`src/rtl/tank_pkg.sv`:
```
// Shared types and constants for the tank sprite fetchers (heading enum, screen and sprite sizes).
// Also holds the overflow-safe span test used for sprite bounding boxes.
package tank_pkg;

    typedef enum logic [1:0] {
        DIR_UP    = 2'd0,
        DIR_RIGHT = 2'd1,
        DIR_DOWN  = 2'd2,
        DIR_LEFT  = 2'd3
    } tank_dir_t;

    localparam int SCREEN_W   = 640;
    localparam int SCREEN_H   = 480;
    localparam int COORD_W    = 10;
    localparam int SPR_W_DEF  = 32;
    localparam int SPR_H_DEF  = 32;
    localparam int ADDR_W_DEF = 10;

    // One extra bit keeps start+size from wrapping, so a box hanging off the
    // right/bottom edge is clipped instead of aliasing onto column/row 0.
    function automatic logic span_hit(input logic [COORD_W-1:0] pos,
                                      input logic [COORD_W-1:0] start,
                                      input int                 size);
        logic [COORD_W:0] p;
        logic [COORD_W:0] s;
        logic [COORD_W:0] e;
        p = {1'b0, pos};
        s = {1'b0, start};
        e = s + (COORD_W+1)'(size);
        return (p >= s) && (p < e);
    endfunction

endpackage

```
`src/rtl/tank_sprite_fetch_if.sv`:
```
// Pixel-side bundle of the tank sprite fetcher: scan position, tank state, ROM port and palette output.
// master = video/game side, slave = the fetcher.
interface tank_sprite_fetch_if #(
    parameter int ADDR_W = tank_pkg::ADDR_W_DEF
);
    import tank_pkg::*;

    logic [COORD_W-1:0] DrawX;
    logic [COORD_W-1:0] DrawY;
    logic               blank;
    logic               frame_start;
    logic [COORD_W-1:0] tank_x;
    logic [COORD_W-1:0] tank_y;
    tank_dir_t          tank_dir;
    logic               hit_flash;
    logic [ADDR_W-1:0]  rom_addr;
    logic [3:0]         rom_q;
    logic [3:0]         pal_index;
    logic               sprite_on;

    modport master (
        output DrawX, DrawY, blank, frame_start, tank_x, tank_y, tank_dir, hit_flash, rom_q,
        input  rom_addr, pal_index, sprite_on
    );

    modport slave (
        input  DrawX, DrawY, blank, frame_start, tank_x, tank_y, tank_dir, hit_flash, rom_q,
        output rom_addr, pal_index, sprite_on
    );

endinterface

```
`src/rtl/tank_sprite_addr.sv`:
```
// Combinational sprite-ROM address: rotates local (lx,ly) by heading, addr = srcy*SPR_W + srcx.
// Sprite must be square for the 90-degree cases to stay inside the image.
module tank_sprite_addr
    import tank_pkg::*;
#(
    parameter int SPR_W  = SPR_W_DEF,
    parameter int ADDR_W = ADDR_W_DEF,
    parameter int LW     = $clog2(SPR_W)
) (
    input  logic [LW-1:0]     lx_i,
    input  logic [LW-1:0]     ly_i,
    input  tank_dir_t         dir_i,
    output logic [ADDR_W-1:0] addr_o
);

    localparam logic [LW-1:0] N = LW'(SPR_W - 1);

    logic [LW-1:0] src_x;
    logic [LW-1:0] src_y;

    always_comb begin
        src_x = lx_i;
        src_y = ly_i;
        unique case (dir_i)
            DIR_UP: begin
                src_x = lx_i;
                src_y = ly_i;
            end
            DIR_RIGHT: begin
                src_x = ly_i;
                src_y = N - lx_i;
            end
            DIR_DOWN: begin
                src_x = N - lx_i;
                src_y = N - ly_i;
            end
            DIR_LEFT: begin
                src_x = N - ly_i;
                src_y = lx_i;
            end
            default: begin
                src_x = lx_i;
                src_y = ly_i;
            end
        endcase
        addr_o = ADDR_W'(int'(src_y) * SPR_W + int'(src_x));
    end

endmodule

```
`src/rtl/tank_sprite_fetch.sv`:
```
// Tank sprite fetch: frame-latched position/heading, box test, rotated ROM fetch, transparency and hit-blink.
// DrawX/DrawY sampled on one edge appear as pal_index/sprite_on two edges later (ROM is one-cycle sync).
module tank_sprite_fetch
    import tank_pkg::*;
#(
    parameter int         SPR_W           = SPR_W_DEF,
    parameter int         SPR_H           = SPR_H_DEF,
    parameter int         ADDR_W          = ADDR_W_DEF,
    parameter logic [3:0] TRANSPARENT_IDX = 4'd0,
    parameter int         FLASH_FRAMES    = 30,
    parameter int         BLINK_SHIFT     = 2
) (
    input  logic                 Clk,
    input  logic                 Reset,
    tank_sprite_fetch_if.slave   bus
);

    localparam int LW    = $clog2(SPR_W);
    localparam int CNT_W = $clog2(FLASH_FRAMES + 1);

    logic [COORD_W-1:0] sx_q, sx_d;
    logic [COORD_W-1:0] sy_q, sy_d;
    tank_dir_t          sdir_q, sdir_d;
    logic [ADDR_W-1:0]  rom_addr_q, rom_addr_d;
    logic               v1_q, v1_d;
    logic               v2_q, v2_d;
    logic [3:0]         pal_q, pal_d;
    logic               on_q, on_d;
    logic [CNT_W-1:0]   cnt_q, cnt_d;

    logic               in_box;
    logic               blink_off;
    logic [LW-1:0]      lx;
    logic [LW-1:0]      ly;
    logic [ADDR_W-1:0]  rot_addr;

    always_comb begin
        in_box = span_hit(bus.DrawX, sx_q, SPR_W) && span_hit(bus.DrawY, sy_q, SPR_H);
        lx     = LW'(bus.DrawX - sx_q);
        ly     = LW'(bus.DrawY - sy_q);
    end

    tank_sprite_addr #(
        .SPR_W  (SPR_W),
        .ADDR_W (ADDR_W),
        .LW     (LW)
    ) u_addr (
        .lx_i   (lx),
        .ly_i   (ly),
        .dir_i  (sdir_q),
        .addr_o (rot_addr)
    );

    assign blink_off = (cnt_q != '0) && cnt_q[BLINK_SHIFT];

    always_comb begin
        sx_d       = sx_q;
        sy_d       = sy_q;
        sdir_d     = sdir_q;
        rom_addr_d = rom_addr_q;
        cnt_d      = cnt_q;

        // Shadows only move at frame start so a frame is never torn mid-scan.
        if (bus.frame_start) begin
            sx_d   = bus.tank_x;
            sy_d   = bus.tank_y;
            sdir_d = bus.tank_dir;
        end

        if (in_box) begin
            rom_addr_d = rot_addr;
        end

        v1_d  = in_box & bus.blank;
        v2_d  = v1_q;
        pal_d = bus.rom_q;
        on_d  = v2_q && (bus.rom_q != TRANSPARENT_IDX) && !blink_off;

        // A hit always restarts the blink, even on a frame-start cycle.
        if (bus.hit_flash) begin
            cnt_d = CNT_W'(FLASH_FRAMES);
        end else if (bus.frame_start && (cnt_q != '0)) begin
            cnt_d = cnt_q - CNT_W'(1);
        end
    end

    always_ff @(posedge Clk) begin
        if (Reset) begin
            sx_q       <= '0;
            sy_q       <= '0;
            sdir_q     <= DIR_UP;
            rom_addr_q <= '0;
            v1_q       <= 1'b0;
            v2_q       <= 1'b0;
            pal_q      <= '0;
            on_q       <= 1'b0;
            cnt_q      <= '0;
        end else begin
            sx_q       <= sx_d;
            sy_q       <= sy_d;
            sdir_q     <= sdir_d;
            rom_addr_q <= rom_addr_d;
            v1_q       <= v1_d;
            v2_q       <= v2_d;
            pal_q      <= pal_d;
            on_q       <= on_d;
            cnt_q      <= cnt_d;
        end
    end

    assign bus.rom_addr  = rom_addr_q;
    assign bus.pal_index = pal_q;
    assign bus.sprite_on = on_q;

endmodule
```
`src/flat_wrapper.sv`:
```
// flat-port wrapper written by rule: the top's interface ports become plain ports
module tank_sprite_fetch_flat import tank_pkg::*;
#(
    parameter int         SPR_W           = SPR_W_DEF,
    parameter int         SPR_H           = SPR_H_DEF,
    parameter int         ADDR_W          = ADDR_W_DEF,
    parameter logic [3:0] TRANSPARENT_IDX = 4'd0,
    parameter int         FLASH_FRAMES    = 30,
    parameter int         BLINK_SHIFT     = 2
)
  (Clk, Reset, bus_DrawX, bus_DrawY, bus_blank, bus_frame_start, bus_tank_x, bus_tank_y, bus_tank_dir, bus_hit_flash, bus_rom_q, bus_rom_addr, bus_pal_index, bus_sprite_on);
  tank_sprite_fetch_if #(.ADDR_W(ADDR_W)) bus_i ();
  input  logic Clk;
  input  logic Reset;
  input wire logic [$bits(bus_i.DrawX)-1:0] bus_DrawX;
  input wire logic [$bits(bus_i.DrawY)-1:0] bus_DrawY;
  input wire logic [$bits(bus_i.blank)-1:0] bus_blank;
  input wire logic [$bits(bus_i.frame_start)-1:0] bus_frame_start;
  input wire logic [$bits(bus_i.tank_x)-1:0] bus_tank_x;
  input wire logic [$bits(bus_i.tank_y)-1:0] bus_tank_y;
  input wire logic [$bits(bus_i.tank_dir)-1:0] bus_tank_dir;
  input wire logic [$bits(bus_i.hit_flash)-1:0] bus_hit_flash;
  input wire logic [$bits(bus_i.rom_q)-1:0] bus_rom_q;
  output wire logic [$bits(bus_i.rom_addr)-1:0] bus_rom_addr;
  output wire logic [$bits(bus_i.pal_index)-1:0] bus_pal_index;
  output wire logic [$bits(bus_i.sprite_on)-1:0] bus_sprite_on;
  assign bus_i.DrawX = bus_DrawX;
  assign bus_i.DrawY = bus_DrawY;
  assign bus_i.blank = bus_blank;
  assign bus_i.frame_start = bus_frame_start;
  assign bus_i.tank_x = bus_tank_x;
  assign bus_i.tank_y = bus_tank_y;
  assign bus_i.tank_dir = bus_tank_dir;
  assign bus_i.hit_flash = bus_hit_flash;
  assign bus_i.rom_q = bus_rom_q;
  assign bus_rom_addr = bus_i.rom_addr;
  assign bus_pal_index = bus_i.pal_index;
  assign bus_sprite_on = bus_i.sprite_on;
  tank_sprite_fetch #(.SPR_W(SPR_W), .SPR_H(SPR_H), .ADDR_W(ADDR_W), .TRANSPARENT_IDX(TRANSPARENT_IDX), .FLASH_FRAMES(FLASH_FRAMES), .BLINK_SHIFT(BLINK_SHIFT)) u_core (.Clk(Clk), .Reset(Reset), .bus(bus_i));
endmodule
```
`config.mk`:
```
export PLATFORM = sky130hd
export DESIGN_NAME = tank_sprite_fetch_flat
export DESIGN_NICKNAME = d
export VERILOG_FILES = /design/src/rtl/tank_pkg.sv /design/src/rtl/tank_sprite_fetch_if.sv /design/src/rtl/tank_sprite_addr.sv /design/src/rtl/tank_sprite_fetch.sv /design/src/flat_wrapper.sv
export SDC_FILE = /design/constraint.sdc
export NUM_CORES = 1
export LEC_CHECK = 0
export ABC_AREA = 1
export CORE_MARGIN = 8
export CORE_UTILIZATION = 55
export DETAILED_ROUTE_END_ITERATION = 10
export GPL_ROUTABILITY_DRIVEN = 0
export PLACE_DENSITY = 0.86
export SKIP_LAST_GASP = 1
export SYNTH_ARGS = -nofsm -noshare
export SYNTH_HDL_FRONTEND = slang
export SYNTH_SLANG_ARGS = --single-unit
```
`constraint.sdc`:
```
create_clock -name Clk -period 3.6 [get_ports Clk]
set_clock_uncertainty 0.05 [all_clocks]
set_input_delay 0.54 -clock Clk [delete_from_list [all_inputs] [get_ports Clk]]
set_output_delay 0.54 -clock Clk [all_outputs]
set_load 0.02 [all_outputs]
```
After elaboration in Yosys (flattened, before gate mapping) --
Cells that the tools add are included.
Cells by class: add/sub/neg operators 8, order comparisons 4, eq/ne operators 3, muxes and demuxes 4, bitwise operators 1, reductions and logical operators 13
Operator list (number):
- 5-bit one-hot mux with 4 select lines | 2
- 10-bit by 6-bit adder with 11-bit output (second input constant) | 2
- 10-bit by 11-bit < comparator with 1-bit output | 2
- 10-bit >= comparator | 2
- 10-bit by 5-bit adder with 10-bit output | 1
- 5-bit 2-to-1 mux | 2
- 5-bit subtractor | 2
- 5-bit subtractor (first input constant) | 2
- 1-bit logical AND | 7
- 5-bit nonzero test | 1
- 5-bit by 1-bit subtractor with 5-bit output (second input constant) | 1
- 2-bit == test (second input constant) | 2
- 4-bit nonzero test | 1
- 2-bit by 1-bit == test with 1-bit output (second input constant) | 1
- 2-bit logical NOT | 1
- 2-bit nonzero test | 1
- 2-bit OR reduction | 1
- 1-bit AND | 1
- 1-bit logical NOT | 1
Storage, ports and cells: bits in registers 44, output and inout bits 15, word-level logic and storage cells 43

Logic depth before layout (Yosys ltp) --
word-level depth 5, gate-level depth with buffers 16, gate-level depth less buffers 15

Hierarchy --
Synthesis repeated with hierarchy kept, for this count alone.
Second synthesis, totals: cell total of the unflattened synthesis 463, area, all modules 3129.3 sq um
By module, submodules not included:
- tank_sprite_fetch | times used 1, cells each 377, area each 2742.6 sq um, sequential area each 880.8 sq um
- tank_sprite_addr | times used 1, cells each 86, area each 386.6 sq um, sequential area each 0.0 sq um

Worst setup path after synthesis --
No wires, ideal clock.
path kind input-to-reg, start point input bus_DrawX[0], end point register u_core.rom_addr_q[5] (netlist: u_core.bus.rom_addr[5]), setup time 0.113 ns, arrival 2.028 ns, slack 1.409 ns, stages on the path 16, cell sequence inv_1 > ha_1 > fa_1 > inv_1 > nand2_1 > nand2_1 > nand3_1 > nand2_1 > nand2_1 > nand2_1 > nand3_2 > nor2_4 > buf_6 > nand2_1 > nand2_1 > nor2_1
On the way: longest elaborated chain between the ends 4, elaborated cells on any way between the ends 9
RTL lines:
- from (decl) | RTL line flat_wrapper.sv:15 | input wire logic [$bits(bus_i.DrawX)-1:0] bus_DrawX;
- 5-bit subtractor | RTL line tank_sprite_fetch.sv:39 | lx = LW'(bus.DrawX - sx_q);
- 5-bit subtractor | RTL line tank_sprite_addr.sv:31, tank_sprite_addr.sv:34
- 5-bit one-hot mux with 4 select lines | RTL line tank_sprite_addr.sv:24 | unique case (dir_i)
- 10-bit by 5-bit adder with 10-bit output | RTL line tank_sprite_addr.sv:46 | addr_o = ADDR_W'(int'(src_y) * SPR_W + int'(src_x));
- to (signal assigned) | RTL line tank_sprite_fetch.sv:102 | rom_addr_q <= rom_addr_d;
- to (decl) | RTL line tank_sprite_fetch.sv:24 | logic [ADDR_W-1:0] rom_addr_q, rom_addr_d;
Several ways; a longest one is shown, not always the timed one. A chain may end at the register's enable or synchronous reset.

Worst setup path in the final report --
Ends and elaborated chain as after synthesis.

==> run_results.csv <==
group,metric,value,unit
grt,antenna_found_initial,0,
final_layout,diodes,0,
timing,final_hold_viol_count,0,
timing,grt_setup_unrepaired,"no",
routing,routed_wl,7090,um
clock_network,clk_pin_slew_worst_paths,0.08,ns
pwr,power_density,363,nW/um2
timing,relSlewSlack,0.571,
worst_setup_path,rr_startpoint,"u_core.sy_q[7]",
final_layout,fill_cells,423,
synthesis,syn_area_per_cell,6.85,um2
worst_setup_path,cp.arrival,2.87,ns
routing,drtIter0Drc,120,
floorplan,ioPinCount,66,
clock_network,cts_resized,0,
grt,overflow,0,
grt,grt_max_degree,36,
synthesis,synth_top_area_share,0.296,
clock_network,htreeDepth,2,
timing,setup_viol,0,
synthesis,synth_ff_type,"dfxtp_1",
clock_network,numCtsBuffers,5,
synthesis,ys_seq_elements,44,
worst_setup_path,path_cells,"clkdlybuf4s50_1 -> inv_1 -> ha_1 -> fa_1 -> inv_1 -> nand2_1 -> nand2_1 -> nand3_1 -> nand2_1 -> nand2_1 -> nand2_1 -> nand3_2 -> nor2_4 -> nand2_1 -> nand2_1 -> nor2_1",
synthesis,syn_nets,520,
timing,finalCritPeriodShare,0.756,
timing,slew_violations,0,
final_layout,nNetsFinal,581,
routing,routedWlPerCell,12.5,um
worst_setup_path,r2r_cells,13,
clock_network,insertion_delay,0.30,ns
worst_hold_path,hold_path_class,"reg2reg",
worst_setup_path,cp-end-kind,"register",
grt,grt_pass1_vias,2788,
routing,drcViolationCount,0,
worst_setup_path,cpMaxStageDelayCell,"clkdlybuf4s50_1",
synthesis,synth-seq-area-share,0.296,
clock_network,post_cts_buffers,0,
placement,port_buffers,65,
clock_network,cts-root-buf,"clkbuf_8",
clock_network,cts_num_sinks,44,
floorplan,die_area,8020,um2
synthesis,synth.most_common_cell,"nand2_1",
placement,dp_hpwl,5530,um
synthesis,synth_cell_types,32,
worst_setup_path,path_max_fanout,21,
timing,worst_pin_slew,0.643,ns
routing,first_pass_iters,4,
floorplan,core_area,5170,um2
grt,grt_usage,0.194,
run_status,run_status,"finished clean",
clock_network,cts_tree,"done",
timing,setup_tns,0,ns
routing,vias_per_cell,5.03,
synthesis,ys_async_sr_fraction,0,
timing,finalCriticalPeriod,2.72,ns
floorplan,rows,26,
grt,grt_pass1_wl,12200,um
run,cap_violations,0,
worst_setup_path,crit_end,"u_core.bus.rom_addr[5]",
synthesis,synth_area_leaders,"dfxtp_1 30%, ha_1 14%, nand2_1 13%",
final_layout,syn2layout_area_growth,27.1,%
synthesis,synth_area_leader_cell,"dfxtp_1",
routing,final_antenna_net_count,0,
worst_setup_path,ff2ff_setup_slack,1.17,ns
pwr,peakVddDrop,0.228,mV
pwr,power.total,0.00137,W
synthesis,ys_warn_count,0,
worst_setup_path,crit_type,"in2reg",
synthesis,synth_edf_count,0,
clock_network,hold_buffers,0,
floorplan,initial_core_util,0.575,
worst_setup_path,crit_required,3.75,ns
synthesis,syn_area,2970,um2
synthesis,synth_cells,434,
routing,dr_total_vias,2845,
worst_setup_path,cp_common_cell,"nand2_1",
synthesis,ys_top_cells_by_count,"102 x nand2_1, 58 x inv_1, 44 x dfxtp_1, 44 x nor2_1, 33 x ha_1",
final_layout,drive_gt1_frac,0.0544,
worst_setup_path,startpoint_type,"input port",
clock_network,clockBufferDepth,2,
pwr,power_leakage,1.79,nW
worst_setup_path,max_stage_delay,0.45,ns
floorplan,die_h,89.5,um
timing,fmax,367,MHz
worst_setup_path,timing.rr.end,"u_core.bus.rom_addr[5]",
floorplan,die_x,89.5,um
worst_setup_path,crit_path_start,"bus_DrawX[0]",
## power by group
part | total (W) | leakage [nW] | switching [W] | internal, W
Sequential | 0.000545 | 0.364 | 0.0000240 | 0.000521
Combinational | 0.000425 | 1.36 | 0.000234 | 0.000192
Clock | 0.000400 | 0.0614 | 0.000173 | 0.000227
Total | 0.00137 | 1.79 | 0.000431 | 0.000940
## registers in the layout, indices dropped and copies added (netlist names)
register / flops
u_core.v2_q: 1
u_core.cnt_q: 5
u_core.v1_q: 1
u_core.bus.rom_addr: 10
u_core.bus.pal_index: 4
u_core.sx_q: 10
u_core.sdir_q: 2
u_core.bus.sprite_on: 1
u_core.sy_q: 10
## critical path, delay by kind of cell
family / cells / cell delay (ns)
buffers and inverters: 3 / 0.58
and+or+nand+nor: 11 / 1.15
adders and majority gates: 2 / 0.61
## per-stage QoR
step           cell area (um2)  hold slack (ns)  cells  setup slack, ns   util
6_report                  3780            0.367    566            0.877  0.731
2_1_floorplan             2970            0.338    434             1.41      -
5_1_grt                   3780            0.395    566            0.706  0.731
3_5_place_dp              3660            0.351    558            0.551  0.707
4_1_cts                   3780            0.371    566            0.871  0.731
3_3_place_gp              3660            0.356    558            0.681  0.707
## placed cells by master, fill, tap and decap left out
cell,n
nand2_2,4
a31oi_1,1
nor3_1,3
nand2_1,102
bufinv_16,1
inv_1,58
dfxtp_1,44
inv_2,4
and3_1,1
or2_1,1
xor2_1,12
nand3b_1,5
ha_1,33
o21ai_1,19
o21ai_0,10
clkinv_1,1
fa_1,2
buf_4,1
nor2_4,1
xnor2_1,3
a41oi_1,1
nand4_1,2
nor2b_1,1
nor2_2,6
a21oi_1,32
a21o_1,3
clkdlybuf4s50_1,65
nand3_2,3
nand3_1,25
nor2_1,44
o211ai_1,1
clkinv_4,1
clkbuf_8,6
## metal layers
metal / track usage / up-vias / wire (um)
li1: - / 1506 / -
met5: 0 / - / 0
met4: 0.0680 / 0 / 113
met2: 0.348 / 81 / 3680
met3: 0.0349 / 10 / 377
met1: 0.223 / 1248 / 2910
## how the worst min path moves through the flow
stage	slack [ns]	start	to	cells after the start
6_report	0.37	u_core.v1_q	u_core.v2_q	2
5_1_grt	0.39	u_core.v1_q	u_core.v2_q	2
3_3_place_gp	0.36	u_core.v1_q	u_core.v2_q	2
2_1_floorplan	0.34	u_core.v1_q	u_core.v2_q	2
4_1_cts	0.37	u_core.v1_q	u_core.v2_q	2
3_5_place_dp	0.35	u_core.v1_q	u_core.v2_q	2
## logic make-up after synthesis
family,count (synthesis),synth area share
xor+xnor,15,0.0442
flops,44,0.296
buf+inv,75,0.100
simple gates,198,0.289
fa+ha+maj,35,0.152
compound gates,67,0.118
## layout make-up
cell class	instances	area [um2]	share of cell area
flip-flops and latches	44	881	0.233
clock inverters	2	38.8	0.0103
multi-input cells	315	1800	0.475
clock buffers	6	82.6	0.0218
inverters	63	236	0.0626
repair buffers	66	658	0.174
well taps	70	87.6	0.0232
Power figures use the tool's default switching activity.
